===== src/rtl/fp_mul.sv =====
// fp_mul: sequential IEEE-754 single-precision multiplier.
// The 24x24 significand product is built by a radix-2 shift-and-add loop,
// one multiplier bit per cycle. Normalisation, five-mode rounding and the
// exception flags follow. The port shape matches fp_div so that the FPU top
// level can mux results and flags directly.
//
// Ports:
//   clk      - clock, rising edge
//   rst      - asynchronous active-low reset
//   act      - start request, sampled only in IDLE
//   in1/in2  - multiplicand / multiplier (W bits)
//   round_m  - rounding mode, sampled with act
//   out      - registered result, held until the next result
//   ov/un    - overflow / underflow
//   done     - one-cycle result-valid pulse
//   inv      - invalid operation
//   div_zero - always 0, kept for mux compatibility with fp_div
//   inexact  - the rounded result differs from the exact product
`timescale 1ns/1ps

module fp_mul #(
    parameter int W = 32,
    parameter int M = 22,
    parameter int E = 30
) (
    input  logic         clk,
    input  logic         rst,
    input  logic         act,
    input  logic [W-1:0] in1,
    input  logic [W-1:0] in2,
    input  logic [2:0]   round_m,
    output logic [W-1:0] out,
    output logic         ov,
    output logic         un,
    output logic         done,
    output logic         inv,
    output logic         div_zero,
    output logic         inexact
);

    // Rounding-mode encodings (RNe, RZ, RD, RU, RNa).
    localparam logic [2:0] RM_RNE = 3'd0;
    localparam logic [2:0] RM_RZ  = 3'd1;
    localparam logic [2:0] RM_RD  = 3'd2;
    localparam logic [2:0] RM_RU  = 3'd3;
    localparam logic [2:0] RM_RNA = 3'd4;

    localparam logic [W-1:0] FP_NANQ = 32'h7FC0_0000;

    typedef enum logic [2:0] {S_IDLE, S_SPEC, S_MUL, S_NORM, S_RND} state_t;

    state_t r_state;
    state_t w_state_nxt;

    logic [W-2:0]       r_op1;
    logic [W-2:0]       r_op2;
    logic               r_s;
    logic [2:0]         r_rm;
    logic [23:0]        r_a;
    logic [23:0]        r_b;
    logic [47:0]        r_acc;
    logic [4:0]         r_cnt;
    logic signed [9:0]  r_e;
    logic [M:0]         r_mant;
    logic               r_g;
    logic               r_st;

    // Operand classification (denormals count as zero).
    logic w_in_special;
    logic w_zero1, w_inf1, w_nan1, w_zero2, w_inf2, w_nan2;

    logic [W-1:0]       w_sp_out;
    logic               w_sp_inv;
    logic               w_inc;
    logic [32:0]        w_sum;
    logic signed [9:0]  w_e_fin;
    logic [W-1:0]       w_rn_out;
    logic               w_rn_ov;
    logic               w_rn_un;
    logic               w_rn_inx;

    assign w_in_special = (in1[E:M+1] == 8'd0) || (in1[E:M+1] == 8'hFF) ||
                          (in2[E:M+1] == 8'd0) || (in2[E:M+1] == 8'hFF);

    assign w_zero1 = (r_op1[E:M+1] == 8'd0);
    assign w_inf1  = (r_op1[E:M+1] == 8'hFF) && (r_op1[M:0] == 23'd0);
    assign w_nan1  = (r_op1[E:M+1] == 8'hFF) && (r_op1[M:0] != 23'd0);
    assign w_zero2 = (r_op2[E:M+1] == 8'd0);
    assign w_inf2  = (r_op2[E:M+1] == 8'hFF) && (r_op2[M:0] == 23'd0);
    assign w_nan2  = (r_op2[E:M+1] == 8'hFF) && (r_op2[M:0] != 23'd0);

    // State register.
    always_ff @(posedge clk or negedge rst) begin
        if (!rst) begin
            r_state <= S_IDLE;
        end else begin
            r_state <= w_state_nxt;
        end
    end

    // Next-state logic.
    always_comb begin
        w_state_nxt = r_state;
        case (r_state)
            S_IDLE: begin
                if (act) begin
                    w_state_nxt = w_in_special ? S_SPEC : S_MUL;
                end else begin
                    w_state_nxt = S_IDLE;
                end
            end
            S_SPEC: w_state_nxt = S_IDLE;
            S_MUL: begin
                if (r_cnt == 5'd23) begin
                    w_state_nxt = S_NORM;
                end else begin
                    w_state_nxt = S_MUL;
                end
            end
            S_NORM:  w_state_nxt = S_RND;
            S_RND:   w_state_nxt = S_IDLE;
            default: w_state_nxt = S_IDLE;
        endcase
    end

    // Output logic: special-case result and rounded result.
    always_comb begin
        w_sp_out = {r_s, 31'd0};
        w_sp_inv = 1'b0;
        if (w_nan1 || w_nan2) begin
            w_sp_out = FP_NANQ;
            w_sp_inv = 1'b1;
        end else if ((w_zero1 && w_inf2) || (w_inf1 && w_zero2)) begin
            w_sp_out = FP_NANQ;
            w_sp_inv = 1'b1;
        end else if (w_inf1 || w_inf2) begin
            w_sp_out = {r_s, 8'hFF, 23'd0};
        end else begin
            w_sp_out = {r_s, 31'd0};
        end

        case (r_rm)
            RM_RNE:  w_inc = r_g & (r_st | r_mant[0]);
            RM_RNA:  w_inc = r_g;
            RM_RZ:   w_inc = 1'b0;
            RM_RU:   w_inc = ~r_s & (r_g | r_st);
            RM_RD:   w_inc = r_s & (r_g | r_st);
            default: w_inc = r_g & (r_st | r_mant[0]);
        endcase

        // Exponent and mantissa incremented as one value so that a mantissa
        // carry rolls straight into the exponent.
        w_sum   = {r_e, r_mant} + {32'd0, w_inc};
        w_e_fin = w_sum[32:23];

        w_rn_ov  = 1'b0;
        w_rn_un  = 1'b0;
        w_rn_inx = r_g | r_st;
        w_rn_out = {r_s, w_e_fin[7:0], w_sum[M:0]};
        if (w_e_fin >= 10'sd255) begin
            w_rn_ov  = 1'b1;
            w_rn_inx = 1'b1;
            case (r_rm)
                RM_RZ:   w_rn_out = {r_s, 8'hFE, 23'h7FFFFF};
                RM_RU:   w_rn_out = r_s ? {1'b1, 8'hFE, 23'h7FFFFF} : {1'b0, 8'hFF, 23'd0};
                RM_RD:   w_rn_out = r_s ? {1'b1, 8'hFF, 23'd0} : {1'b0, 8'hFE, 23'h7FFFFF};
                default: w_rn_out = {r_s, 8'hFF, 23'd0};
            endcase
        end else if (w_e_fin <= 10'sd0) begin
            w_rn_un  = 1'b1;
            w_rn_inx = 1'b1;
            w_rn_out = {r_s, 31'd0};
        end else begin
            w_rn_out = {r_s, w_e_fin[7:0], w_sum[M:0]};
        end
    end

    // Datapath and registered outputs.
    always_ff @(posedge clk or negedge rst) begin
        if (!rst) begin
            r_op1    <= 31'd0;
            r_op2    <= 31'd0;
            r_s      <= 1'b0;
            r_rm     <= 3'd0;
            r_a      <= 24'd0;
            r_b      <= 24'd0;
            r_acc    <= 48'd0;
            r_cnt    <= 5'd0;
            r_e      <= 10'sd0;
            r_mant   <= 23'd0;
            r_g      <= 1'b0;
            r_st     <= 1'b0;
            out      <= 32'd0;
            ov       <= 1'b0;
            un       <= 1'b0;
            done     <= 1'b0;
            inv      <= 1'b0;
            div_zero <= 1'b0;
            inexact  <= 1'b0;
        end else begin
            done     <= 1'b0;
            div_zero <= 1'b0;
            case (r_state)
                S_IDLE: begin
                    if (act) begin
                        r_op1 <= in1[W-2:0];
                        r_op2 <= in2[W-2:0];
                        r_s   <= in1[W-1] ^ in2[W-1];
                        r_rm  <= round_m;
                        r_a   <= {1'b1, in1[M:0]};
                        r_b   <= {1'b1, in2[M:0]};
                        r_acc <= 48'd0;
                        r_cnt <= 5'd0;
                        r_e   <= $signed({2'b00, in1[E:M+1]}) + $signed({2'b00, in2[E:M+1]}) - 10'sd127;
                    end
                end
                S_SPEC: begin
                    out     <= w_sp_out;
                    inv     <= w_sp_inv;
                    ov      <= 1'b0;
                    un      <= 1'b0;
                    inexact <= 1'b0;
                    done    <= 1'b1;
                end
                S_MUL: begin
                    if (r_b[0]) begin
                        r_acc <= r_acc + ({24'd0, r_a} << r_cnt);
                    end
                    r_b   <= r_b >> 1;
                    r_cnt <= r_cnt + 5'd1;
                end
                S_NORM: begin
                    // Product of two [1,2) significands lies in [1,4).
                    if (r_acc[47]) begin
                        r_mant <= r_acc[46:24];
                        r_g    <= r_acc[23];
                        r_st   <= |r_acc[22:0];
                        r_e    <= r_e + 10'sd1;
                    end else begin
                        r_mant <= r_acc[45:23];
                        r_g    <= r_acc[22];
                        r_st   <= |r_acc[21:0];
                    end
                end
                S_RND: begin
                    out     <= w_rn_out;
                    ov      <= w_rn_ov;
                    un      <= w_rn_un;
                    inexact <= w_rn_inx;
                    inv     <= 1'b0;
                    done    <= 1'b1;
                end
                default: begin
                    done <= 1'b0;
                end
            endcase
        end
    end

endmodule


===== config.mk =====
export PLATFORM = sky130hd
export DESIGN_NAME = fp_mul
export DESIGN_NICKNAME = d
export VERILOG_FILES = /design/src/rtl/fp_mul.sv
export SDC_FILE = /design/constraint.sdc
export NUM_CORES = 1
export LEC_CHECK = 0
export ABC_AREA = 1
export BUFFER_PORTS_ARGS = -buffer_cell sky130_fd_sc_hd__buf_2
export CAP_MARGIN = 20
export CORE_UTILIZATION = 35
export CTS_CLUSTER_DIAMETER = 60
export DETAILED_ROUTE_END_ITERATION = 16
export GPL_TIMING_DRIVEN = 0
export MAX_ROUTING_LAYER = met4
export PLACE_DENSITY = 0.59
export SLEW_MARGIN = 20
export SYNTH_ARGS = -nofsm -noshare
export SYNTH_HDL_FRONTEND = slang
export SYNTH_SLANG_ARGS = --single-unit

===== constraint.sdc =====
create_clock -name clk -period 7.67 [get_ports clk]
set_clock_uncertainty 0.05 [all_clocks]
set_input_delay 0.3835 -clock clk [delete_from_list [all_inputs] [get_ports clk]]
set_output_delay 0.3835 -clock clk [all_outputs]
set_load 0.02 [all_outputs]

* Word level (Yosys, flattened, before mapping) *
Index checks and enable logic that the tools add are counted.

word-level totals
  word-level logic and storage cells = 121
  bits in registers = 242
  output and inout port bits = 38
  input bits = 70

operators by class
  $add $sub $neg = 6
  bitwise logic cells = 7
  reductions and logical operators = 31
  equal/unequal tests = 16
  shift-type cells = 1
  multiplexer cells = 39
  $lt $le $gt $ge = 2

operators with widths
  operator                 number
  $mux W32                 5
  $mux W48                 2
  $pmux W32 S3             1
  $pmux W48 S2             1
  $pmux W32 S2             1
  $mux W31                 2
  $add A48 B48 Y48         1
  $pmux W24 S2             1
  $shl A24 B5 Y48          1
  $logic_not A23 Y1        2
  $reduce_bool A23 Y1      2
  $add A33 B1 Y33          1
  $eq A8 B8 Y1 const B     4
  $logic_not A8 Y1         4
  $mux W24                 1
  $mux W23                 1
  $reduce_or A23 Y1        1
  $reduce_or A22 Y1        1
  $mux W10                 2
  $pmux W10 S2             1
  $eq A3 B2 Y1 const B     4
  $mux W1                  11
  $add A10 B2 Y10 const B  1
  $ge A10 B9 Y1 const B    1
  25 further kinds         50

* Logic depth before layout (Yosys ltp) *
  depth in word-level cells = 8
  depth in mapped cells = 28
  depth with buffers taken out = 28

* Worst setup path after synthesis *
No wires, ideal clock.

  path type = flip-flop to flip-flop
  from = register r_cnt[0]
  to = register r_acc[34]
  data required time = 7.502 ns
  path slack = 4.447 ns
  period minus slack after synthesis = 3.223 ns
  data arrival time = 3.055 ns
  setup time = 0.118 ns
  path buffers = 2
  stages on the path, launching flop included = 21
  path through = dfrtp_1 > buf_2 > buf_1 > nor2_1 > nand2_1 > nor4_1 > ha_1 > inv_1 > fa_1 > inv_1 > nand3_1 > nand2_1 > a21oi_1 > o21bai_1 > a21boi_0 > o21ai_0 > nand2_1 > nand2_1 > nand2_1 > nand3_1 > nand2_1

on the way
  word-level cells in the longest chain between the ends = 4

RTL lines
  what                    RTL line  RTL
  from (decl)             62        logic [4:0] r_cnt;
  from (signal assigned)  230       r_cnt <= r_cnt + 5'd1;
  $shl A24 B5 Y48         227       r_acc <= r_acc + ({24'd0, r_a} << r_cnt);
  $add A48 B48 Y48        227
  $mux W48                226       if (r_b[0]) begin
  $pmux W48 S2            203       case (r_state)
  to (signal assigned)    227
  to (decl)               61        logic [47:0] r_acc;

No other way between the ends. The select of a mux whose other input is x is not followed.
A chain may end at the register's enable or synchronous reset.

* Final worst setup path *
Ends and elaborated chain as after synthesis.

==> flow_summary.yaml <==
outcome:
  status: "finished clean"
clock_tree:
  postCtsSetupBuffers: 0
  cts-htree-levels: 1
  cts.clk_slew.worst_paths_ps: 60
  holdBufCountCts: 51
  worst_skew_pair.late_latency_ps: 600
  clockBufferDepth: 3
  cts_tree: "built"
  clock-sinks: 219
  cts_buffers: 30
  ctsResizeCount: 0
  cts_root_buf: "clkbuf_16"
drt:
  m1WireLength_um: 23910
  drc: 0
  drtAntennaViolNets: 0
  drt-wirelength-per-cell_um: 17.03
  drt_iter0_markers: 1140
  dr_wl_met3_um: 2659
  vias_per_cell: 5.082
  finalWirelength_um: 51480
  first_pass_iters: 7
  num_vias: 15360
  routed.top_layer: "met4"
  dr_wl_met2_um: 23310
place:
  hpwl_um: 40970
  io_buffers: 106
  place_area_um2: 16500
  gp_congestion: 0.9577
  dpl.cell_count: 2913
worst_setup_path:
  rrSetupSlack_ps: 2560
  endpoint_kind: "register"
  crit_path_max_fanout: 10
  worst_setup_path_start_kind: "register"
  crit_chain: "clkinv_1 -> clkbuf_1 -> nand2_1 -> nand2_1 -> nand2_1 -> o21ai_0 -> nand2_1 -> o21ai_0 -> o21ai_0 -> nor2_1 -> ha_1 -> nand2_1 -> nor2_1 -> inv_1 -> o21bai_1 -> a21boi_0 -> o21ai_0 -> nand2_1 -> nand2_1 -> nand2_1 -> nand3_1 -> nand2_1"
  critPathRequiredTime_ps: 8090
  crit_top_cell: "nand2_1"
  crit_slowest_cell: "o21ai_0"
  critPathKind: "reg -> reg"
  cp.arrival_ps: 5530
  critPathMaxStageDelay_ps: 610
floorplan:
  coreArea_um2: 42320
  die_area_um2: 44210
  die_w_um: 210.3
  ioPinCount: 108
  die_h_um: 210.3
  rows: 75
  start_util: 0.3587
global_routing:
  first_global_vias: 15080
  antenna_found_initial: 3
  grtUsageTotal: 0.2422
  overflow: 0
  grt_pass1_wl_um: 81560
  grt_max_degree: 95
logic_synthesis:
  async_flop_share: 1.000
  ys_ff_latch: 219
  synth-edff-count: 0
  syn_inst: 2228
  synth_top_area_frac: 0.3610
  synth_area_leaders: "dfrtp_1 (36%), nand2_1 (19%), o21ai_0 (7.1%)"
  synth_top_area_cell: "dfrtp_1"
  yosys_most_used_dff: "dfrtp_1"
  yosys_warnings: 0
  yosysMostFrequentCell: "nand2_1"
  synth_nets: 2367
  synth_area_um2: 15180
  avgSynthCellArea_um2: 6.814
  synthTopCellsByCount: "nand2_1 (752), dfrtp_1 (219), o21ai_0 (216), inv_1 (198), nor2_1 (195)"
  synth_seq_area_share: 0.3610
  ys_types: 51
timing:
  period_minus_slack_ps: 5113
  hold_ws_ps: 34.14
  hold_viol_final: 0
  rsz0062_at_grt: "false"
  max_freq_mhz: 195.6
  slew_viol_final: 0
  setup_tns_ps: 0
  timing.final.crit_share: 0.6666
  slew_headroom: 0.4460
  setup_violations: 0
  worstMarginPinSlew_ps: 822.3
cells_and_area:
  final_cells: 3023
  nFillCells: 4442
  final_area_um2: 18070
  area_delta_synth_final_pct: 19.03
  layout.nets: 2558
  drive_gt1_frac: 0.08637
worst_hold_path:
  worstHoldPathType: "in -> reg"
power_and_ir_drop:
  ir_worst_vdd_mv: 0.2781
  p_total_mw: 8.353
  power_density_nw_per_um2: 462.3
  p_leak_nw: 8.797
flow_run:
  drv_cap: 0
state kept, by name, indices dropped and copies added, names as in the netlist, 5 cells and up:
| signal | flops |
|---|---|
| out | 32 |
| r_acc | 48 |
| r_b | 24 |
| r_cnt | 5 |
| r_e | 10 |
| r_mant | 23 |
| r_op1 | 31 |
| r_op2 | 31 |
cell usage in the layout, fill, tap and decap left out, types with 4 or more instances in the layout:
master / n
nand4_1: 21
nand2_2: 7
buf_1: 12
dfrtp_1: 219
clkbuf_16: 30
o21bai_1: 15
ha_1: 67
nand3_1: 112
nor2_1: 195
xor2_1: 18
inv_2: 8
bufinv_16: 4
o31ai_1: 6
buf_2: 110
inv_1: 198
o22ai_1: 13
o21ai_1: 12
inv_6: 5
dlygate4sd3_1: 51
or2_2: 9
a21boi_0: 7
a22oi_1: 4
xnor2_1: 11
nor2_4: 8
clkbuf_1: 65
nor4_1: 23
o211ai_1: 10
o21ai_0: 216
a21o_1: 8
a21oi_1: 94
nor2_2: 7
nor3_1: 24
nand2_4: 4
clkinv_1: 4
o21a_1: 5
nand2_1: 752
mux2i_1: 19
a31oi_1: 30
final cells by class:
| class | instances | area, µm² | area share |
|---|---|---|---|
| Clock buffer | 40 | 808.3 | 0.04473 |
| Tap cell | 577 | 721.9 | 0.03995 |
| Timing Repair Buffer | 159 | 1106 | 0.06121 |
| Multi-Input combinational cell | 1722 | 8600 | 0.4759 |
| Clock inverter | 16 | 245.2 | 0.01357 |
| Antenna cell | 3 | 7.507 | 0.0004154 |
| Inverter | 210 | 788.3 | 0.04362 |
| Buffer | 77 | 314.1 | 0.01738 |
| Sequential cell | 219 | 5480 | 0.3033 |
layer usage:
layer	track usage	vias up
li1	-	7707
met1	0.3189	7175
met2	0.3874	402
met3	0.02980	79
met4	0.07677	0
met5	-	-
power by group:
part / internal, mW / switching (mW)
registers: 1.60 / 0.392
clock network: 0.892 / 0.589
logic: 1.51 / 3.36
stage by stage:
stage,utilization,worst slack [ps]
after floorplan,-,4447
after global placement,0.3883,2215
after detailed placement,0.3899,2794
after CTS,0.4268,2774
after global routing,0.4270,2204
final,0.4270,2557
final timing paths:
path / from / endpoint / cells past startpoint
worst max register to register: r_cnt[0] / r_acc[34] / 22
max in group asynchronous: rst / r_acc[10] / 3
worst min-delay path: in2[20] / r_b[20] / 3
worst max-delay path: r_cnt[0] / r_acc[34] / 22
min in group asynchronous: rst / r_op2[16] / 2
worst min register to register: out[11] / out[11] / 2
worst max-delay path: cells and delay by family, from the launching register on:
family / cells / cell delay, ps
AOI/OAI and AO/OA: 6 / 1990
adders and majority gates: 1 / 390
buffers and inverters: 3 / 690
DFF: 1 / 460
and+or+nand+nor: 12 / 1400
cells by family after synthesis:
family / after synthesis / share of synthesized area
buffers and inverters: 287 / 0.07261
XOR/XNOR: 29 / 0.01673
other: 1 / 0.0002470
multiplexers: 19 / 0.01253
AO/OA/AOI/OAI: 430 / 0.1569
flip-flops: 219 / 0.3610
adder cells (fa/ha/maj): 69 / 0.05785
AND/OR/NAND/NOR: 1174 / 0.3222
Note: power is estimated with default switching activity, not from simulation.
